`src/rtl/im_loader_ctrl.sv`:
```
// im_loader_ctrl: loads the 16-word instruction memory from a valid/ready word
// stream, then hands the IM address port back to the CPU fetch path.
//
// Optional feature: define IM_LOAD_CKSUM_EN to require a trailing XOR checksum
// beat after the s_last word before the CPU is released.
//
// Ports:
//   clk, reset           clock, async active-low reset
//   load_start           one-cycle request to start a new load
//   s_valid/s_data/s_last/s_ready   instruction word stream
//   cpu_pc               CPU fetch byte address
//   im_addr/im_dataIn/im_memWrite/im_memRead   IM port
//   cpu_run              CPU may fetch (0 = stalled)
//   load_done            one-cycle pulse on clean completion
//   load_err             sticky overflow / checksum error
//   word_count           words written in the current or last load
module im_loader_ctrl #(
    parameter int unsigned DEPTH    = 16,
    parameter int unsigned AW       = 4,
    parameter bit          BOOT_RUN = 1'b1
) (
    input  logic          clk,
    input  logic          reset,
    input  logic          load_start,
    input  logic          s_valid,
    input  logic [31:0]   s_data,
    input  logic          s_last,
    output logic          s_ready,
    input  logic [31:0]   cpu_pc,
    output logic [31:0]   im_addr,
    output logic [31:0]   im_dataIn,
    output logic          im_memWrite,
    output logic          im_memRead,
    output logic          cpu_run,
    output logic          load_done,
    output logic          load_err,
    output logic [AW:0]   word_count
);

    localparam logic [AW-1:0] LAST_IDX = AW'(DEPTH - 1);

    typedef enum logic [2:0] {
        ST_IDLE  = 3'd0,
        ST_LOAD  = 3'd1,
        ST_WRITE = 3'd2,
        ST_RUN   = 3'd3,
        ST_ERROR = 3'd4
`ifdef IM_LOAD_CKSUM_EN
        ,
        ST_CKSUM = 3'd5
`endif
    } state_e;

    state_e          state_q, state_d;
    logic [AW-1:0]   ptr_q, ptr_d;
    logic [AW:0]     wcnt_q, wcnt_d;
    logic [31:0]     data_q, data_d;
    logic            wr_q, wr_d;
    logic            last_q, last_d;
    logic            done_q, done_d;
    logic            err_q, err_d;
    logic            run_q, run_d;
`ifdef IM_LOAD_CKSUM_EN
    logic [31:0]     cksum_q, cksum_d;
`endif

    // Combinational IM port steering and stream handshake (state only)
    always_comb begin
        im_memRead = (state_q == ST_RUN);
        im_addr    = (state_q == ST_RUN) ? cpu_pc : 32'({ptr_q, 2'b00});
        s_ready    = (state_q == ST_LOAD);
`ifdef IM_LOAD_CKSUM_EN
        if (state_q == ST_CKSUM) s_ready = 1'b1;
`endif
    end

    // Next-state and registered-output logic
    always_comb begin
        state_d = state_q;
        ptr_d   = ptr_q;
        wcnt_d  = wcnt_q;
        data_d  = data_q;
        wr_d    = 1'b0;
        last_d  = last_q;
        done_d  = 1'b0;
        err_d   = err_q;
        run_d   = run_q;
`ifdef IM_LOAD_CKSUM_EN
        cksum_d = cksum_q;
`endif
        case (state_q)
            ST_IDLE, ST_RUN, ST_ERROR: begin
                if (load_start) begin
                    state_d = ST_LOAD;
                    ptr_d   = '0;
                    wcnt_d  = '0;
                    err_d   = 1'b0;
                    run_d   = 1'b0;
`ifdef IM_LOAD_CKSUM_EN
                    cksum_d = '0;
`endif
                end
            end
            ST_LOAD: begin
                if (s_valid) begin
                    state_d = ST_WRITE;
                    data_d  = s_data;
                    last_d  = s_last;
                    wr_d    = 1'b1;
`ifdef IM_LOAD_CKSUM_EN
                    cksum_d = cksum_q ^ s_data;
`endif
                end
            end
            ST_WRITE: begin
                // The IM captures the held word on the negedge inside this cycle
                wcnt_d = wcnt_q + (AW+1)'(1);
                if (last_q) begin
`ifdef IM_LOAD_CKSUM_EN
                    state_d = ST_CKSUM;
`else
                    state_d = ST_RUN;
                    run_d   = 1'b1;
                    done_d  = 1'b1;
                    ptr_d   = '0;
`endif
                end else if (ptr_q < LAST_IDX) begin
                    state_d = ST_LOAD;
                    ptr_d   = ptr_q + AW'(1);
                end else begin
                    state_d = ST_ERROR;
                    err_d   = 1'b1;
                end
            end
`ifdef IM_LOAD_CKSUM_EN
            ST_CKSUM: begin
                // Checksum beat is compared only, never written to the IM
                if (s_valid) begin
                    if (s_data == cksum_q) begin
                        state_d = ST_RUN;
                        run_d   = 1'b1;
                        done_d  = 1'b1;
                        ptr_d   = '0;
                    end else begin
                        state_d = ST_ERROR;
                        err_d   = 1'b1;
                    end
                end
            end
`endif
            default: state_d = ST_IDLE;
        endcase
    end

    always_ff @(posedge clk or negedge reset) begin
        if (!reset) begin
            if (BOOT_RUN) state_q <= ST_RUN;
            else          state_q <= ST_IDLE;
            ptr_q   <= '0;
            wcnt_q  <= '0;
            data_q  <= '0;
            wr_q    <= 1'b0;
            last_q  <= 1'b0;
            done_q  <= 1'b0;
            err_q   <= 1'b0;
            run_q   <= BOOT_RUN;
`ifdef IM_LOAD_CKSUM_EN
            cksum_q <= '0;
`endif
        end else begin
            state_q <= state_d;
            ptr_q   <= ptr_d;
            wcnt_q  <= wcnt_d;
            data_q  <= data_d;
            wr_q    <= wr_d;
            last_q  <= last_d;
            done_q  <= done_d;
            err_q   <= err_d;
            run_q   <= run_d;
`ifdef IM_LOAD_CKSUM_EN
            cksum_q <= cksum_d;
`endif
        end
    end

    assign im_dataIn   = data_q;
    assign im_memWrite = wr_q;
    assign cpu_run     = run_q;
    assign load_done   = done_q;
    assign load_err    = err_q;
    assign word_count  = wcnt_q;

endmodule

```
`config.mk`:
```
export PLATFORM = sky130hd
export DESIGN_NAME = im_loader_ctrl
export DESIGN_NICKNAME = d
export VERILOG_FILES = /design/src/rtl/im_loader_ctrl.sv
export SDC_FILE = /design/constraint.sdc
export NUM_CORES = 1
export LEC_CHECK = 0
export CAP_MARGIN = 25
export CORE_MARGIN = 2
export CORE_UTILIZATION = 37
export CTS_CLUSTER_DIAMETER = 120
export DETAILED_ROUTE_END_ITERATION = 8
export PLACE_DENSITY = 0.81
export SYNTH_ARGS = -nofsm -noshare
export SYNTH_HDL_FRONTEND = slang
export SYNTH_SLANG_ARGS = --single-unit
```
`constraint.sdc`:
```
create_clock -name clk -period 2.7 [get_ports clk]
set_input_delay 0.81 -clock clk [delete_from_list [all_inputs] [get_ports clk]]
set_output_delay 0.81 -clock clk [all_outputs]
set_load 0.02 [all_outputs]
```
==> flow_metrics.tcl <==
set metrics [dict create \
    run_status "complete, no violations" \
    die_h_um 82.7 \
    syn_inst 189 \
    path_depth 3 \
    setup-violations-final 0 \
    ctsHoldBuffers 0 \
    yosysWarnings 0 \
    drc 0 \
    p_per_area_nw_per_um2 1060 \
    yosysMostFrequentCell "dfrtp_1" \
    antenna_cells 0 \
    hold_class "in -> async" \
    area_growth_pct 70.0 \
    worst-path-max-fanout 1 \
    async_flop_share_pct 100 \
    post_cts_buffers 0 \
    pin_count 144 \
    first_pass_iters 4 \
    cp_cell_sequence "clkdlybuf4s50_1 > and2_1 > dlygate4sd2_1" \
    htree_levels 2 \
    clock_sinks 49 \
    vias_per_cell 4.71 \
    grt_pass1_wl_mm 9.40 \
    period_minus_slack_ps 2560 \
    avgSynthCellArea_um2 12.1 \
    drt_iter0_markers 88 \
    hpwl_mm 4.94 \
    worstPathArrival_ps 1750 \
    ys_top_cells_by_area "dfrtp_1 (50%), mux2_2 (15%), and2_1 (8.2%)" \
    pre_cts_ws_ps -163 \
    die_width_um 82.7 \
    antenna_found_initial 0 \
    nFillCells 518 \
    die-area_um2 6840 \
    rr_worst_depth 5 \
    grt-ovfl-total 0 \
    cp.required_ps 1890 \
    rows 28 \
    first_global_vias 1981 \
    fin_ws_ps 139 \
    ir_drop_mv 0.649 \
    slew_headroom_pct 62.5 \
    p_leak_nw 1.75 \
    start_util_pct 38.5 \
    yosys.cell_types.count 39 \
    crit_family "buffers and inverters" \
    clock_path_buffers 2 \
    r2r_setup_slack_ps 1010 \
    synth_largest_area_cell "dfrtp_1" \
    reg2reg_to "im_dataIn[30]" \
    fin_skew_ps 4.52 \
    drive_above_1_share_pct 17.6 \
    reg2reg_from "state_q[0]" \
    numPortBuffers 143 \
    critPathKind "in -> out" \
    maxCapViolCount 0 \
    core_um2 5960 \
    worstMarginPinSlew_ps 563 \
    final_net_count 405 \
    ant_nets 0 \
    rsz0062_at_grt "no" \
    clk_pin_slew_ps 90 \
    vias 1931 \
    grt_max_degree 35 \
    setup_total_negative_slack_ps 0 \
    synth_top_area_share_pct 50.2 \
    clock_latency_ps 300 \
    ys_top_cells_by_count "dfrtp_1 (46), mux2_2 (31), and2_1 (30), nand2_1 (8)" \
    slew_viol_final 0 \
    finalCritPeriodShare_pct 94.8 \
    cts_tree "done" \
    start_kind "primary input" \
    gp_congestion 0.749 \
    timing.fmax_mhz 391 \
    max_stage_delay_ps 460 \
    synth_area_um2 2290 \
    cts_inserted_buffers 5 \
    syn_nets 260 \
    path_buf_inv 2 \
    wl_per_cell_um 15.3 \
    hold_viol 0 \
    ys_seq_elements 49 \
    slowest_stage "clkdlybuf4s50_1" \
    synth_edf_count 0 \
    clock_tree.root_cell "clkbuf_8" \
    yosysSeqAreaShare_pct 53.7 \
    track_usage_pct 18.3 \
    synth_ff_type "dfrtp_1" \
    routed_wl_mm 6.29 \
    end_kind "output pin" \
]
stage by stage:
step	util [%]	hold WS, ps	instances	instance area (um2)	power [mW]
after floorplan	-	497	189	2290	2.56
after global placement	64.3	467	402	3830	3.66
after detailed placement	64.3	474	402	3830	3.72
after CTS	65.7	487	410	3910	4.19
after global routing	65.4	512	410	3900	4.37
final	65.4	488	410	3900	4.12
flip-flops by register name, summed over array words and instances (netlist names):
register,flops
ptr_q,4
im_dataIn,32
im_memWrite,1
word_count,5
cpu_run,1
last_q,1
load_err,1
state_q,3
load_done,1
how the worst max path moves through the flow:
| stage | end | start | slack [ps] |
|---|---|---|---|
| 6_report | im_addr[29] | cpu_pc[29] | 140 |
| 5_1_grt | im_addr[26] | state_q[1] | 70 |
| 4_1_cts | im_addr[4] | state_q[1] | -8 |
| 3_5_place_dp | im_addr[5] | cpu_pc[5] | -160 |
| 3_3_place_gp | im_addr[5] | cpu_pc[5] | -140 |
| 2_1_floorplan | im_addr[5] | state_q[1] | 420 |
metal layers:
layer  vias to the layer above  routed length [um]  GRT usage (%)
met2                        60                3250           30.3
met3                        10                 362           5.98
met4                         0                  99           6.07
li1                        940                   -              -
met1                       921                2570           22.6
met5                         -                   0              0
cells by family after synthesis:
kind of cell    after synthesis  share of synthesized area (%)
simple gates                 67                           17.4
buf+inv                      13                           3.22
fa+ha+maj                     2                           1.09
xor+xnor                      2                          0.764
mux                          38                           18.6
flops                        49                           53.7
compound gates               18                           5.24
final cells by class:
class / count / area, um2 / area share, %
inverter: 2 / 10.0 / 0.257
tap: 75 / 93.8 / 2.41
timing repair buffer: 149 / 1460 / 37.4
sequential: 49 / 1230 / 31.6
clock buffer: 5 / 68.8 / 1.77
clock inverter: 3 / 47.5 / 1.22
multi-input combinational: 127 / 988 / 25.4
report_power, final:
part / switching, mW / internal (mW) / total, mW
Clock: 0.257 / 0.283 / 0.540
Sequential: 0.207 / 1.06 / 1.27
Combinational: 1.14 / 1.16 / 2.31
repair_timing:
item | 4_1_cts | 5_1_grt
hold endpoints to repair | 0 | 0
gates cloned | 0 | 0
endpoints found under the setup margin | 32 | 6
gates resized for setup | 36 | 6
layout by cell type (no fill, tap or decap), drive strengths merged:
cell type      Yosys  routed
bufinv             0       1
nor3               1       1
and2              30      30
nor3b              3       3
o21ai              8       8
dfstp              3       3
clkdlybuf4s50      0     108
mux2i              1       1
and3b              1       1
a221o              1       1
xnor2              1       1
mux2              37      37
nor2               8       8
ha                 2       2
xor2               1       1
dlymetal6s2s       0       2
nand4              2       2
o31ai              1       1
a22oi              1       1
a21oi              3       3
buf                7       7
inv                2       4
a221oi             1       1
nand2b             4       4
dlygate4sd2        0      28
o21bai             1       1
clkbuf             4       9
o32ai              1       1
nand4b             2       2
a21o               1       1
nand3              6       6
dfrtp             46      46
or3                2       2
nand2              8       8
Note: power is estimated with default switching activity, not from simulation.
